===== src/rtl/ps2_kbd_ctrl.sv =====
// PS/2 keyboard sequencing controller.
// Assembles E0/F0 prefixed scan-code sequences into single key events,
// tracks the held key and a press counter, and drives four registered
// active-low seven-segment digits. A stalled prefix sequence is
// abandoned after TIMEOUT_CYC idle cycles.
module ps2_kbd_ctrl #(
  parameter int TIMEOUT_CYC = 1000000,
  parameter int CNT_W       = 8
) (
  input  logic             clk,
  input  logic             rst,
  input  logic             rx_valid,
  input  logic [7:0]       rx_data,
  output logic             rx_ready,
  output logic             ev_valid,
  output logic [7:0]       ev_code,
  output logic             ev_ext,
  output logic             ev_break,
  input  logic             ev_ready,
  output logic             key_down,
  output logic [7:0]       cur_code,
  output logic             cur_ext,
  output logic [CNT_W-1:0] press_cnt,
  output logic             err_timeout,
  output logic [7:0]       seg_code_hi,
  output logic [7:0]       seg_code_lo,
  output logic [7:0]       seg_cnt_hi,
  output logic [7:0]       seg_cnt_lo
);

  localparam int TO_W = $clog2(TIMEOUT_CYC + 1);
  localparam logic [TO_W-1:0] TO_LAST = TO_W'(TIMEOUT_CYC - 1);

  localparam logic [7:0] B_EXT = 8'hE0;
  localparam logic [7:0] B_BRK = 8'hF0;

  typedef enum logic [1:0] {
    S_IDLE,
    S_EXT,
    S_BRK,
    S_EXT_BRK
  } state_t;

  state_t            state_q, state_d;
  logic [TO_W-1:0]   to_cnt_q, to_cnt_d;
  logic              ev_valid_q, ev_valid_d;
  logic [7:0]        ev_code_q, ev_code_d;
  logic              ev_ext_q, ev_ext_d;
  logic              ev_break_q, ev_break_d;
  logic              key_down_q, key_down_d;
  logic [7:0]        cur_code_q, cur_code_d;
  logic              cur_ext_q, cur_ext_d;
  logic [CNT_W-1:0]  press_cnt_q, press_cnt_d;
  logic [7:0]        seg_code_hi_q, seg_code_hi_d;
  logic [7:0]        seg_code_lo_q, seg_code_lo_d;
  logic [7:0]        seg_cnt_hi_q, seg_cnt_hi_d;
  logic [7:0]        seg_cnt_lo_q, seg_cnt_lo_d;

  logic              accept;
  logic              is_prefix;
  logic              is_drop;
  logic              gen;
  logic              gen_ext;
  logic              gen_brk;
  logic              timeout;
  logic [7:0]        cnt_disp;

  // Active-low {dp,g,f,e,d,c,b,a} pattern for one hex nibble; dp stays dark.
  function automatic logic [7:0] seg7(input logic [3:0] n);
    logic [7:0] s;
    case (n)
      4'h0: s = 8'hC0;
      4'h1: s = 8'hF9;
      4'h2: s = 8'hA4;
      4'h3: s = 8'hB0;
      4'h4: s = 8'h99;
      4'h5: s = 8'h92;
      4'h6: s = 8'h82;
      4'h7: s = 8'hF8;
      4'h8: s = 8'h80;
      4'h9: s = 8'h90;
      4'hA: s = 8'h88;
      4'hB: s = 8'h83;
      4'hC: s = 8'hC6;
      4'hD: s = 8'hA1;
      4'hE: s = 8'h86;
      default: s = 8'h8E;
    endcase
    return s;
  endfunction

  // The single-entry event buffer frees up in the same cycle it is popped.
  assign rx_ready  = !rst && (!ev_valid_q || ev_ready);
  assign accept    = rx_valid && rx_ready;
  assign is_prefix = (rx_data == B_EXT) || (rx_data == B_BRK);
  assign is_drop   = (rx_data == 8'h00) || (rx_data == 8'hAA) || (rx_data == 8'hEE) ||
                     (rx_data == 8'hFA) || (rx_data == 8'hFE) || (rx_data == 8'hFF);

  // Only the low byte of the press counter is shown; narrow counters are zero-padded.
  generate
    if (CNT_W >= 8) begin : g_cnt_wide
      assign cnt_disp = press_cnt_q[7:0];
    end else begin : g_cnt_narrow
      assign cnt_disp = {{(8 - CNT_W){1'b0}}, press_cnt_q};
    end
  endgenerate

  // Next-state: prefix assembly on accepted bytes, otherwise the stall timeout.
  always_comb begin
    state_d = state_q;
    gen     = 1'b0;
    gen_ext = 1'b0;
    gen_brk = 1'b0;
    timeout = 1'b0;
    if (accept) begin
      case (state_q)
        S_IDLE: begin
          if (rx_data == B_EXT)      state_d = S_EXT;
          else if (rx_data == B_BRK) state_d = S_BRK;
          else if (!is_drop)         gen = 1'b1;
        end
        S_EXT: begin
          if (rx_data == B_BRK) begin
            state_d = S_EXT_BRK;
          end else if (rx_data != B_EXT) begin
            gen     = 1'b1;
            gen_ext = 1'b1;
            state_d = S_IDLE;
          end
        end
        S_BRK: begin
          state_d = S_IDLE;
          gen     = !is_prefix;
          gen_brk = 1'b1;
        end
        default: begin
          state_d = S_IDLE;
          gen     = !is_prefix;
          gen_ext = 1'b1;
          gen_brk = 1'b1;
        end
      endcase
    end else if (state_q != S_IDLE && to_cnt_q == TO_LAST) begin
      state_d = S_IDLE;
      timeout = 1'b1;
    end
  end

  // Stall counter: runs only while a prefix is pending and no byte arrives.
  always_comb begin
    to_cnt_d = to_cnt_q + TO_W'(1);
    if (accept || state_q == S_IDLE || timeout) begin
      to_cnt_d = '0;
    end
  end

  assign err_timeout = timeout && !rst;

  // Event buffer: load on a completed sequence, clear when the consumer pops.
  always_comb begin
    ev_valid_d = ev_valid_q;
    ev_code_d  = ev_code_q;
    ev_ext_d   = ev_ext_q;
    ev_break_d = ev_break_q;
    if (gen) begin
      ev_valid_d = 1'b1;
      ev_code_d  = rx_data;
      ev_ext_d   = gen_ext;
      ev_break_d = gen_brk;
    end else if (ev_valid_q && ev_ready) begin
      ev_valid_d = 1'b0;
    end
  end

  // Held-key tracking: typematic repeats of the held key do not count as presses.
  always_comb begin
    key_down_d  = key_down_q;
    cur_code_d  = cur_code_q;
    cur_ext_d   = cur_ext_q;
    press_cnt_d = press_cnt_q;
    if (gen && !gen_brk) begin
      if (!key_down_q || rx_data != cur_code_q || gen_ext != cur_ext_q) begin
        key_down_d  = 1'b1;
        cur_code_d  = rx_data;
        cur_ext_d   = gen_ext;
        press_cnt_d = press_cnt_q + CNT_W'(1);
      end
    end else if (gen && gen_brk) begin
      if (key_down_q && rx_data == cur_code_q && gen_ext == cur_ext_q) begin
        key_down_d = 1'b0;
      end
    end
  end

  // Display digits follow the tracking registers one cycle later.
  always_comb begin
    seg_code_hi_d = key_down_q ? seg7(cur_code_q[7:4]) : 8'hFF;
    seg_code_lo_d = key_down_q ? seg7(cur_code_q[3:0]) : 8'hFF;
    seg_cnt_hi_d  = seg7(cnt_disp[7:4]);
    seg_cnt_lo_d  = seg7(cnt_disp[3:0]);
  end

  // State registers with synchronous reset.
  always_ff @(posedge clk) begin
    if (rst) begin
      state_q       <= S_IDLE;
      to_cnt_q      <= '0;
      ev_valid_q    <= 1'b0;
      ev_code_q     <= 8'h00;
      ev_ext_q      <= 1'b0;
      ev_break_q    <= 1'b0;
      key_down_q    <= 1'b0;
      cur_code_q    <= 8'h00;
      cur_ext_q     <= 1'b0;
      press_cnt_q   <= '0;
      seg_code_hi_q <= 8'hFF;
      seg_code_lo_q <= 8'hFF;
      seg_cnt_hi_q  <= 8'hC0;
      seg_cnt_lo_q  <= 8'hC0;
    end else begin
      state_q       <= state_d;
      to_cnt_q      <= to_cnt_d;
      ev_valid_q    <= ev_valid_d;
      ev_code_q     <= ev_code_d;
      ev_ext_q      <= ev_ext_d;
      ev_break_q    <= ev_break_d;
      key_down_q    <= key_down_d;
      cur_code_q    <= cur_code_d;
      cur_ext_q     <= cur_ext_d;
      press_cnt_q   <= press_cnt_d;
      seg_code_hi_q <= seg_code_hi_d;
      seg_code_lo_q <= seg_code_lo_d;
      seg_cnt_hi_q  <= seg_cnt_hi_d;
      seg_cnt_lo_q  <= seg_cnt_lo_d;
    end
  end

  assign ev_valid    = ev_valid_q;
  assign ev_code     = ev_code_q;
  assign ev_ext      = ev_ext_q;
  assign ev_break    = ev_break_q;
  assign key_down    = key_down_q;
  assign cur_code    = cur_code_q;
  assign cur_ext     = cur_ext_q;
  assign press_cnt   = press_cnt_q;
  assign seg_code_hi = seg_code_hi_q;
  assign seg_code_lo = seg_code_lo_q;
  assign seg_cnt_hi  = seg_cnt_hi_q;
  assign seg_cnt_lo  = seg_cnt_lo_q;

endmodule


===== config.mk =====
export PLATFORM = sky130hd
export DESIGN_NAME = ps2_kbd_ctrl
export DESIGN_NICKNAME = d
export VERILOG_FILES = /design/src/rtl/ps2_kbd_ctrl.sv
export SDC_FILE = /design/constraint.sdc
export NUM_CORES = 1
export LEC_CHECK = 0
export BUFFER_PORTS_ARGS = -buffer_cell sky130_fd_sc_hd__buf_4
export CAP_MARGIN = 25
export CORE_UTILIZATION = 56
export DETAILED_ROUTE_END_ITERATION = 10
export PLACE_DENSITY = 0.85
export SYNTH_ARGS = -nofsm -noshare
export SYNTH_HDL_FRONTEND = slang
export SYNTH_SLANG_ARGS = --single-unit
export TNS_END_PERCENT = 5

===== constraint.sdc =====
create_clock -name clk -period 3 [get_ports clk]
set_input_delay 0.45 -clock clk [delete_from_list [all_inputs] [get_ports clk]]
set_output_delay 0.45 -clock clk [all_outputs]
set_load 0.01 [all_outputs]

==> results of run 1 <==
==> power by group <==
group	total [W]	switching, W	internal [W]
combinational	0.000212	0.000113	0.0000991
clock	0.000776	0.000392	0.000385
sequential	0.00110	0.0000293	0.00107
==> metrics by stage <==
step | total power (W) | instance area (sq um) | worst slack, ns | utilization
final | 0.00209 | 4760 | 0.249 | 0.693
after global routing | 0.00218 | 4760 | 0.141 | 0.693
after CTS | 0.00210 | 4760 | 0.241 | 0.693
after detailed placement | 0.00134 | 4570 | 0.180 | 0.665
after global placement | 0.00133 | 4570 | 0.309 | 0.665
after floorplan | 0.00125 | 4020 | 0.428 | -
==> critical path, delay by kind of cell (launching register included) <==
family                   cells  cell delay [ns]
AND/OR/NAND/NOR              4             1.04
buffers and inverters        1             0.18
adder cells (fa/ha/maj)      1             0.29
flip-flops                   1             0.43
==> logic make-up after synthesis <==
logic type / synth area share
mux: 0.0619
xor+xnor: 0.0744
simple gates: 0.219
fa+ha+maj: 0.0812
buf+inv: 0.0481
other cells: 0.000936
compound gates: 0.120
flops: 0.395
==> how the worst max path moves through the flow <==
stage | slack (ns) | cells after the start | endpoint | startpoint
global placement | 0.31 | 12 | press_cnt[7] | rx_data[2]
detailed placement | 0.18 | 12 | press_cnt[7] | rx_data[2]
global route | 0.14 | 6 | err_timeout | to_cnt_q[0]
finish | 0.25 | 6 | err_timeout | to_cnt_q[0]
CTS | 0.24 | 6 | err_timeout | to_cnt_q[0]
floorplan | 0.43 | 10 | cur_code[3] | rx_data[2]
==> cell usage in the layout (no fill, tap or decap), types with 4 or more instances in the layout <==
cell	n
dfxtp_1	79
buf_4	73
nor2_1	67
nand2_1	27
ha_1	26
inv_1	20
xnor2_1	20
mux2i_1	18
nand3_1	17
nor2b_1	16
xor2_1	14
o21ai_0	11
a21oi_1	10
nand4_1	9
nand2b_1	9
o311ai_0	9
a211oi_1	9
clkbuf_8	9
o211ai_1	6
mux2_1	5
a311oi_1	4
nor3_1	4
and3_1	4
and4_1	4
or3_1	4
conb_1	4
==> per-layer routing <==
metal  vias up  routed length [um]  GRT usage
met5         -                   0          0
met4         0                 137     0.0985
met3        14                 486     0.0724
met2        98                4100      0.391
met1      1556                3890      0.304
li1       1657                   -          -
==> cell type report <==
type                            instances  area, sq um
Timing Repair Buffer                   73          548
Sequential cell                        79         1580
Multi-Input combinational cell        327         2240
Tap cell                               96          120
Clock buffer                           11          131
Inverter                               20         75.1
Fill cell                             530         2110
Clock inverter                          5         58.8
==> registers in the layout, indices dropped and copies added (netlist names) <==
| register | cells |
|---|---|
| to_cnt_q | 20 |
| cur_code | 8 |
| ev_code | 8 |
| press_cnt | 8 |
| seg_cnt_hi | 7 |
| seg_cnt_lo | 7 |
| seg_code_hi | 7 |
| seg_code_lo | 7 |
| state_q | 2 |
| cur_ext | 1 |
| ev_break | 1 |
| ev_ext | 1 |
| ev_valid | 1 |
| key_down | 1 |
==> impl_metrics.prom, run 1 <==
# TYPE chip_impl_metric gauge
chip_impl_metric{name="antennaDiodeCount",unit=""} 0
chip_impl_metric{name="synth_seq_cells",unit=""} 79
chip_impl_metric{name="holdWs",unit="ns"} 0.371
chip_impl_metric{name="grt_usage",unit=""} 0.243
chip_impl_metric{name="fp.dieH",unit="um"} 86.6
chip_impl_metric{name="vias_per_cell",unit=""} 5.44
chip_impl_info{name="synth.most_common_cell",value="dfxtp_1"} 1
chip_impl_metric{name="detail-route-antenna-nets",unit=""} 0
chip_impl_metric{name="syn_inst",unit=""} 449
chip_impl_metric{name="worst-slew-pin-transition",unit="ns"} 0.841
chip_impl_metric{name="pin_count_of_the_biggest_net_entering_global_routing",unit=""} 48
chip_impl_info{name="start_kind",value="flip-flop"} 1
chip_impl_metric{name="clk-insertion-delay-late",unit="ns"} 0.36
chip_impl_metric{name="dp_wirelength",unit="um"} 6130
chip_impl_metric{name="timing.hold.worst_path_depth",unit=""} 2
chip_impl_metric{name="dp.cells",unit=""} 595
chip_impl_metric{name="resized_cells_post_cts",unit=""} 0
chip_impl_metric{name="gr-total-overflow",unit=""} 0
chip_impl_metric{name="total_drc_errors_in_the_routed_layout",unit=""} 0
chip_impl_metric{name="global_route_wire_length_before_repair",unit="um"} 14100
chip_impl_metric{name="post_cts.repair.setup_buffers",unit=""} 0
chip_impl_metric{name="cts-root-to-sink-buffers",unit=""} 2
chip_impl_info{name="synth-main-ff-cell",value="dfxtp_1"} 1
chip_impl_metric{name="synth.top_cell.area_share",unit=""} 0.395
chip_impl_metric{name="ctsHoldBuffers",unit=""} 0
chip_impl_metric{name="clock_tree.htree_level_count",unit=""} 3
chip_impl_info{name="post_synth_most_frequent_cells",value="dfxtp_1, nor2_1, nand2_1"} 1
chip_impl_metric{name="initial_utilization",unit=""} 0.583
chip_impl_metric{name="slowest_delay",unit="ns"} 0.54
chip_impl_metric{name="core_area",unit="sq um"} 6870
chip_impl_info{name="cts.root.buffer_cell",value="clkbuf_8"} 1
chip_impl_metric{name="vias",unit=""} 3325
chip_impl_metric{name="cts.reportedPaths.clkPinSlew",unit="ns"} 0.08
chip_impl_metric{name="avgRoutedWirePerCell",unit="um"} 14.1
chip_impl_metric{name="die_area",unit="sq um"} 7490
chip_impl_metric{name="timing.final.max_slew_violations",unit=""} 0
chip_impl_info{name="path_class",value="reg2out"} 1
chip_impl_info{name="slowest_stage",value="or4_1"} 1
chip_impl_metric{name="cellPowerDensity",unit="nW/um^2"} 439
chip_impl_metric{name="nets",unit=""} 548
chip_impl_info{name="rsz_0062_raised_after_global_routing",value="false"} 1
chip_impl_metric{name="drt_first_pass_iters",unit=""} 4
chip_impl_metric{name="critical_path_peak_fanout",unit=""} 7
chip_impl_metric{name="antenna_violations_before_repair",unit=""} 0
chip_impl_metric{name="post_synth.cell_area_avg",unit="sq um"} 8.92
chip_impl_metric{name="routabilityCongestion",unit=""} 0.846
chip_impl_metric{name="ff2ff_setup_slack",unit="ns"} 0.45
chip_impl_info{name="hold_path_end",value="ev_code[7]"} 1
chip_impl_info{name="synth.area.top_cells",value="dfxtp_1, ha_1, nor2_1"} 1
chip_impl_info{name="synth_area_leader_cell",value="dfxtp_1"} 1
chip_impl_info{name="timing.rr.start",value="ev_valid"} 1
chip_impl_metric{name="totalNegativeSetupSlack",unit="ns"} 0
chip_impl_info{name="outcome",value="finished, final reports clean"} 1
chip_impl_metric{name="route.final.wire_length",unit="um"} 8620
chip_impl_metric{name="cap_viol_max_count",unit=""} 0
chip_impl_metric{name="yosysWarnings",unit=""} 0
chip_impl_metric{name="max_freq",unit="MHz"} 364
chip_impl_metric{name="io_pins",unit=""} 75
chip_impl_metric{name="ir_worst_vdd",unit="V"} 0.000195
chip_impl_metric{name="clock-skew-final",unit="ns"} 0.00895
chip_impl_metric{name="initialDrtViolationCount",unit=""} 265
chip_impl_metric{name="synthArstFlopShare",unit=""} 0
chip_impl_metric{name="ff2ff_path_depth",unit=""} 11
chip_impl_metric{name="final-instance-count-excl-fill",unit=""} 611
chip_impl_metric{name="yosysSeqAreaShare",unit=""} 0.395
chip_impl_metric{name="finalSetupViolations",unit=""} 0
chip_impl_metric{name="crit_arrival",unit="ns"} 2.30
chip_impl_metric{name="number_of_global_route_vias_before_repair",unit=""} 3054
chip_impl_metric{name="worstPathRequired",unit="ns"} 2.55
chip_impl_info{name="worst_r2r_endpoint",value="press_cnt[7]"} 1
chip_impl_info{name="timing.hold.worst.class",value="in2reg"} 1
chip_impl_metric{name="clock_sinks",unit=""} 79
chip_impl_metric{name="slew-limit-headroom",unit=""} 0.438
chip_impl_metric{name="finalHoldViolations",unit=""} 0
chip_impl_metric{name="tritoncts.num_buffers",unit=""} 9
chip_impl_metric{name="die_width",unit="um"} 86.6
chip_impl_metric{name="synth_edf_count",unit=""} 0
chip_impl_metric{name="share_of_the_cycle_needed_by_the_critical_path_after_routing",unit=""} 0.917
chip_impl_metric{name="layout-drive-gt1-share",unit=""} 0.183
chip_impl_metric{name="synth_cell_types",unit=""} 50
chip_impl_metric{name="area_growth_syn_to_layout",unit="%"} 18.8
chip_impl_info{name="min-delay-start",value="rx_data[7]"} 1
chip_impl_metric{name="core.rowCount",unit=""} 30
chip_impl_metric{name="final.min_clock_period",unit="ns"} 2.75
chip_impl_metric{name="synthesis.area",unit="sq um"} 4010
chip_impl_metric{name="place.port_buffers",unit=""} 70
chip_impl_info{name="cts_tree",value="built"} 1
chip_impl_metric{name="power_leakage",unit="nW"} 1.81
chip_impl_info{name="worstPathCellList",value="ha_1, and2_1, nand2_1, or4_1, nor3_1, buf_4"} 1
chip_impl_info{name="setup.worst_path.end_class",value="primary output"} 1
No activity file was read; power rests on OpenSTA's default activity.
==> run 2: changes to the inputs <==
Settings changed: ABC_AREA set to 1, CORE_ASPECT_RATIO set to 0.75, GPL_ROUTABILITY_DRIVEN set to 0.
==> run 2 against run 1 <==
Combinational power grew 17%; flip-flop and latch count is the same; non-clock buffer count grew 1; clock skew grew 0.0049 ns; power grew 1.2%; clock-buffer cell count shrank 1; routed wire length grew 12%; sequential share of layout area shrank 0.91 points; register-to-register slack gained 0.08 ns; final area grew 2.8%.
==> impl_metrics.prom, run 2 <==
# TYPE chip_impl_metric gauge
chip_impl_info{name="outcome",value="finished, final reports clean"} 1
chip_impl_metric{name="initialDrtViolationCount",unit=""} 226
chip_impl_metric{name="placement.cell_area",unit="sq um"} 4700
chip_impl_metric{name="ir_worst_vdd",unit="V"} 0.000385
chip_impl_metric{name="switching_share",unit=""} 0.285
chip_impl_metric{name="yosysWarnings",unit=""} 0
chip_impl_metric{name="number_of_global_route_vias_before_repair",unit=""} 3653
chip_impl_metric{name="cap_viol_max_count",unit=""} 0
chip_impl_metric{name="synth_compound_area_frac",unit=""} 0.158
chip_impl_info{name="start_kind",value="flip-flop"} 1
chip_impl_metric{name="initial_utilization",unit=""} 0.592
chip_impl_metric{name="drt_first_pass_iters",unit=""} 5
chip_impl_metric{name="crit_arrival",unit="ns"} 2.10
chip_impl_metric{name="pwr-share-seq",unit=""} 0.525
chip_impl_metric{name="area_growth_syn_to_layout",unit="%"} 18.7
chip_impl_metric{name="timing.final.max_slew_violations",unit=""} 0
chip_impl_metric{name="fp.dieH",unit="um"} 76.3
chip_impl_metric{name="synth.top_cell.area_share",unit=""} 0.384
chip_impl_metric{name="avgRoutedWirePerCell",unit="um"} 13.0
chip_impl_metric{name="global_route_wire_length_before_repair",unit="um"} 16400
chip_impl_metric{name="clock-skew-final",unit="ns"} 0.0139
chip_impl_metric{name="totalNegativeSetupSlack",unit="ns"} 0
chip_impl_info{name="setup.worst_path.end_class",value="primary output"} 1
chip_impl_info{name="dominant_combinational_cell_family_by_area_after_synthesis",value="simple AND/OR/NAND/NOR gates"} 1
chip_impl_metric{name="dp.cells",unit=""} 725
chip_impl_metric{name="net-switching-power",unit="W"} 0.000603
chip_impl_metric{name="place.port_buffers",unit=""} 70
chip_impl_metric{name="ctsHoldBuffers",unit=""} 0
chip_impl_metric{name="finalSetupViolations",unit=""} 0
chip_impl_info{name="synth_area_leader_cell",value="dfxtp_1"} 1
chip_impl_info{name="cts.root.buffer_cell",value="clkbuf_8"} 1
chip_impl_metric{name="synthArstFlopShare",unit=""} 0
chip_impl_metric{name="antenna_violations_before_repair",unit=""} 0
chip_impl_info{name="rsz_0062_raised_after_global_routing",value="false"} 1
chip_impl_metric{name="final-instance-count-excl-fill",unit=""} 741
chip_impl_metric{name="clk-insertion-delay-late",unit="ns"} 0.35
chip_impl_info{name="post_synth_most_frequent_cells",value="nand2_1, dfxtp_1, nor2_1"} 1
chip_impl_metric{name="synthesis.area",unit="sq um"} 4120
chip_impl_metric{name="cts.reportedPaths.clkPinSlew",unit="ns"} 0.09
chip_impl_metric{name="post_cts.repair.setup_buffers",unit=""} 0
chip_impl_metric{name="vias",unit=""} 4082
chip_impl_metric{name="tritoncts.num_buffers",unit=""} 9
chip_impl_metric{name="postLayoutCellArea",unit="sq um"} 4890
chip_impl_metric{name="core.rowCount",unit=""} 26
chip_impl_metric{name="power_leakage",unit="nW"} 2.00
chip_impl_info{name="synth-main-ff-cell",value="dfxtp_1"} 1
chip_impl_metric{name="final.min_clock_period",unit="ns"} 2.55
chip_impl_metric{name="die_area",unit="sq um"} 7710
chip_impl_metric{name="largest_register_ff_count",unit=""} 20
chip_impl_metric{name="layout-drive-gt1-share",unit=""} 0.176
chip_impl_info{name="synth.most_common_cell",value="nand2_1"} 1
chip_impl_metric{name="io_pins",unit=""} 75
chip_impl_metric{name="synth_fa_ha_area_frac",unit=""} 0.0790
chip_impl_metric{name="cellPowerDensity",unit="nW/um^2"} 432
chip_impl_metric{name="critical_path_peak_fanout",unit=""} 6
chip_impl_metric{name="gr-total-overflow",unit=""} 0
chip_impl_metric{name="detail-route-antenna-nets",unit=""} 0
chip_impl_metric{name="internal_power",unit="W"} 0.00151
chip_impl_metric{name="route.final.wire_length",unit="um"} 9640
chip_impl_metric{name="worstPathRequired",unit="ns"} 2.55
chip_impl_info{name="layout_common_cells",value="nand2_1, nor2_1, dfxtp_1, buf_4, inv_1"} 1
chip_impl_metric{name="vias_per_cell",unit=""} 5.51
chip_impl_metric{name="total_drc_errors_in_the_routed_layout",unit=""} 0
chip_impl_metric{name="comb_power_share",unit=""} 0.117
chip_impl_info{name="synth.area.top_cells",value="dfxtp_1, nand2_1, ha_1"} 1
chip_impl_metric{name="yosysSeqAreaShare",unit=""} 0.384
chip_impl_metric{name="post_synth.cell_area_avg",unit="sq um"} 7.21
chip_impl_metric{name="die_width",unit="um"} 101
chip_impl_info{name="timing.hold.worst.class",value="in2reg"} 1
chip_impl_metric{name="synth_edf_count",unit=""} 0
chip_impl_metric{name="pin_count_of_the_biggest_net_entering_global_routing",unit=""} 29
chip_impl_metric{name="dp_wirelength",unit="um"} 6980
chip_impl_metric{name="antennaDiodeCount",unit=""} 0
chip_impl_metric{name="syn_inst",unit=""} 571
chip_impl_info{name="regMostFlops",value="to_cnt_q"} 1
chip_impl_info{name="path_class",value="reg2out"} 1
chip_impl_metric{name="worst-slew-pin-transition",unit="ns"} 0.870
chip_impl_metric{name="nets",unit=""} 676
chip_impl_info{name="cts_tree",value="built"} 1
chip_impl_metric{name="clock_tree.htree_level_count",unit=""} 3
chip_impl_metric{name="grt_usage",unit=""} 0.263
chip_impl_metric{name="clock_sinks",unit=""} 79
chip_impl_metric{name="synth_cell_types",unit=""} 45
chip_impl_metric{name="clkPwrFrac",unit=""} 0.358
chip_impl_metric{name="synth.area.mux_share",unit=""} 0
chip_impl_metric{name="core_area",unit="sq um"} 6960
chip_impl_metric{name="synth_seq_cells",unit=""} 79
chip_impl_metric{name="yosys.area_share.simple",unit=""} 0.276
chip_impl_metric{name="share_of_the_cycle_needed_by_the_critical_path_after_routing",unit=""} 0.849
chip_impl_metric{name="max_freq",unit="MHz"} 393
chip_impl_metric{name="finalHoldViolations",unit=""} 0
chip_impl_metric{name="resized_cells_post_cts",unit=""} 0
chip_impl_metric{name="post_synth_xor_area_fraction",unit=""} 0.0170
chip_impl_info{name="layout.cells.most_common",value="nand2_1"} 1
chip_impl_metric{name="final_core_util",unit=""} 0.703
chip_impl_metric{name="slew-limit-headroom",unit=""} 0.418
chip_impl_metric{name="cts-root-to-sink-buffers",unit=""} 2
run 2: final timing paths:
check                   start            to  slack [ns]  depth (start not counted)
hold reg to reg   to_cnt_q[0]   to_cnt_q[0]        0.48                          1
hold / removal       ev_ready      ev_valid        0.37                          4
setup / recovery  to_cnt_q[0]   err_timeout        0.45                         10
setup reg to reg  cur_code[2]  press_cnt[7]        0.53                         14
run 2: cell families after synthesis:
| family | Yosys count |
|---|---|
| simple gates | 255 |
| fa+ha+maj | 26 |
| other cells | 1 |
| flops | 79 |
| xor+xnor | 8 |
| compound gates | 116 |
| buf+inv | 86 |
run 2: stage by stage:
step | power, W | hold WS (ns) | setup WS [ns]
3_5_place_dp | 0.00138 | 0.455 | 0.348
3_3_place_gp | 0.00137 | 0.440 | 0.401
2_1_floorplan | 0.00128 | 0.429 | 0.520
6_report | 0.00211 | 0.375 | 0.454
5_1_grt | 0.00221 | 0.365 | 0.284
4_1_cts | 0.00212 | 0.358 | 0.472
run 2: power by group through the flow:
stage               sequential (W)  combinational (W)  clock (W)
floorplan                  0.00114           0.000144          0
global placement           0.00113           0.000236          0
detailed placement         0.00113           0.000243          0
CTS                        0.00111           0.000246   0.000768
global route               0.00111           0.000280   0.000812
finish                     0.00111           0.000248   0.000757
run 2: cell type report:
class / instances / area [sq um]
multi-input combinational: 409 / 2200
fill: 561 / 2070
sequential: 79 / 1580
clock buffer: 10 / 138
timing repair buffer: 74 / 556
tap: 98 / 123
clock inverter: 6 / 50.0
inverter: 65 / 244
run 2: worst max-delay path: stages (launching register included):
cell and delay, ns:
dfxtp_1 0.38, ha_1 0.24, nand2_1 0.09, inv_1 0.09, nand2_2 0.08, nor2_4 0.16
inv_1 0.10, nor2_2 0.16, nand3_1 0.17, nor2_1 0.14, buf_4 0.14
run 2: layer usage:
metal | wire length (um) | GRT usage | share of wire
met3 | 814 | 0.0706 | 0.084
met4 | 142 | 0.0826 | 0.015
met5 | 0 | 0 | 0
met1 | 4360 | 0.347 | 0.45
met2 | 4310 | 0.417 | 0.45
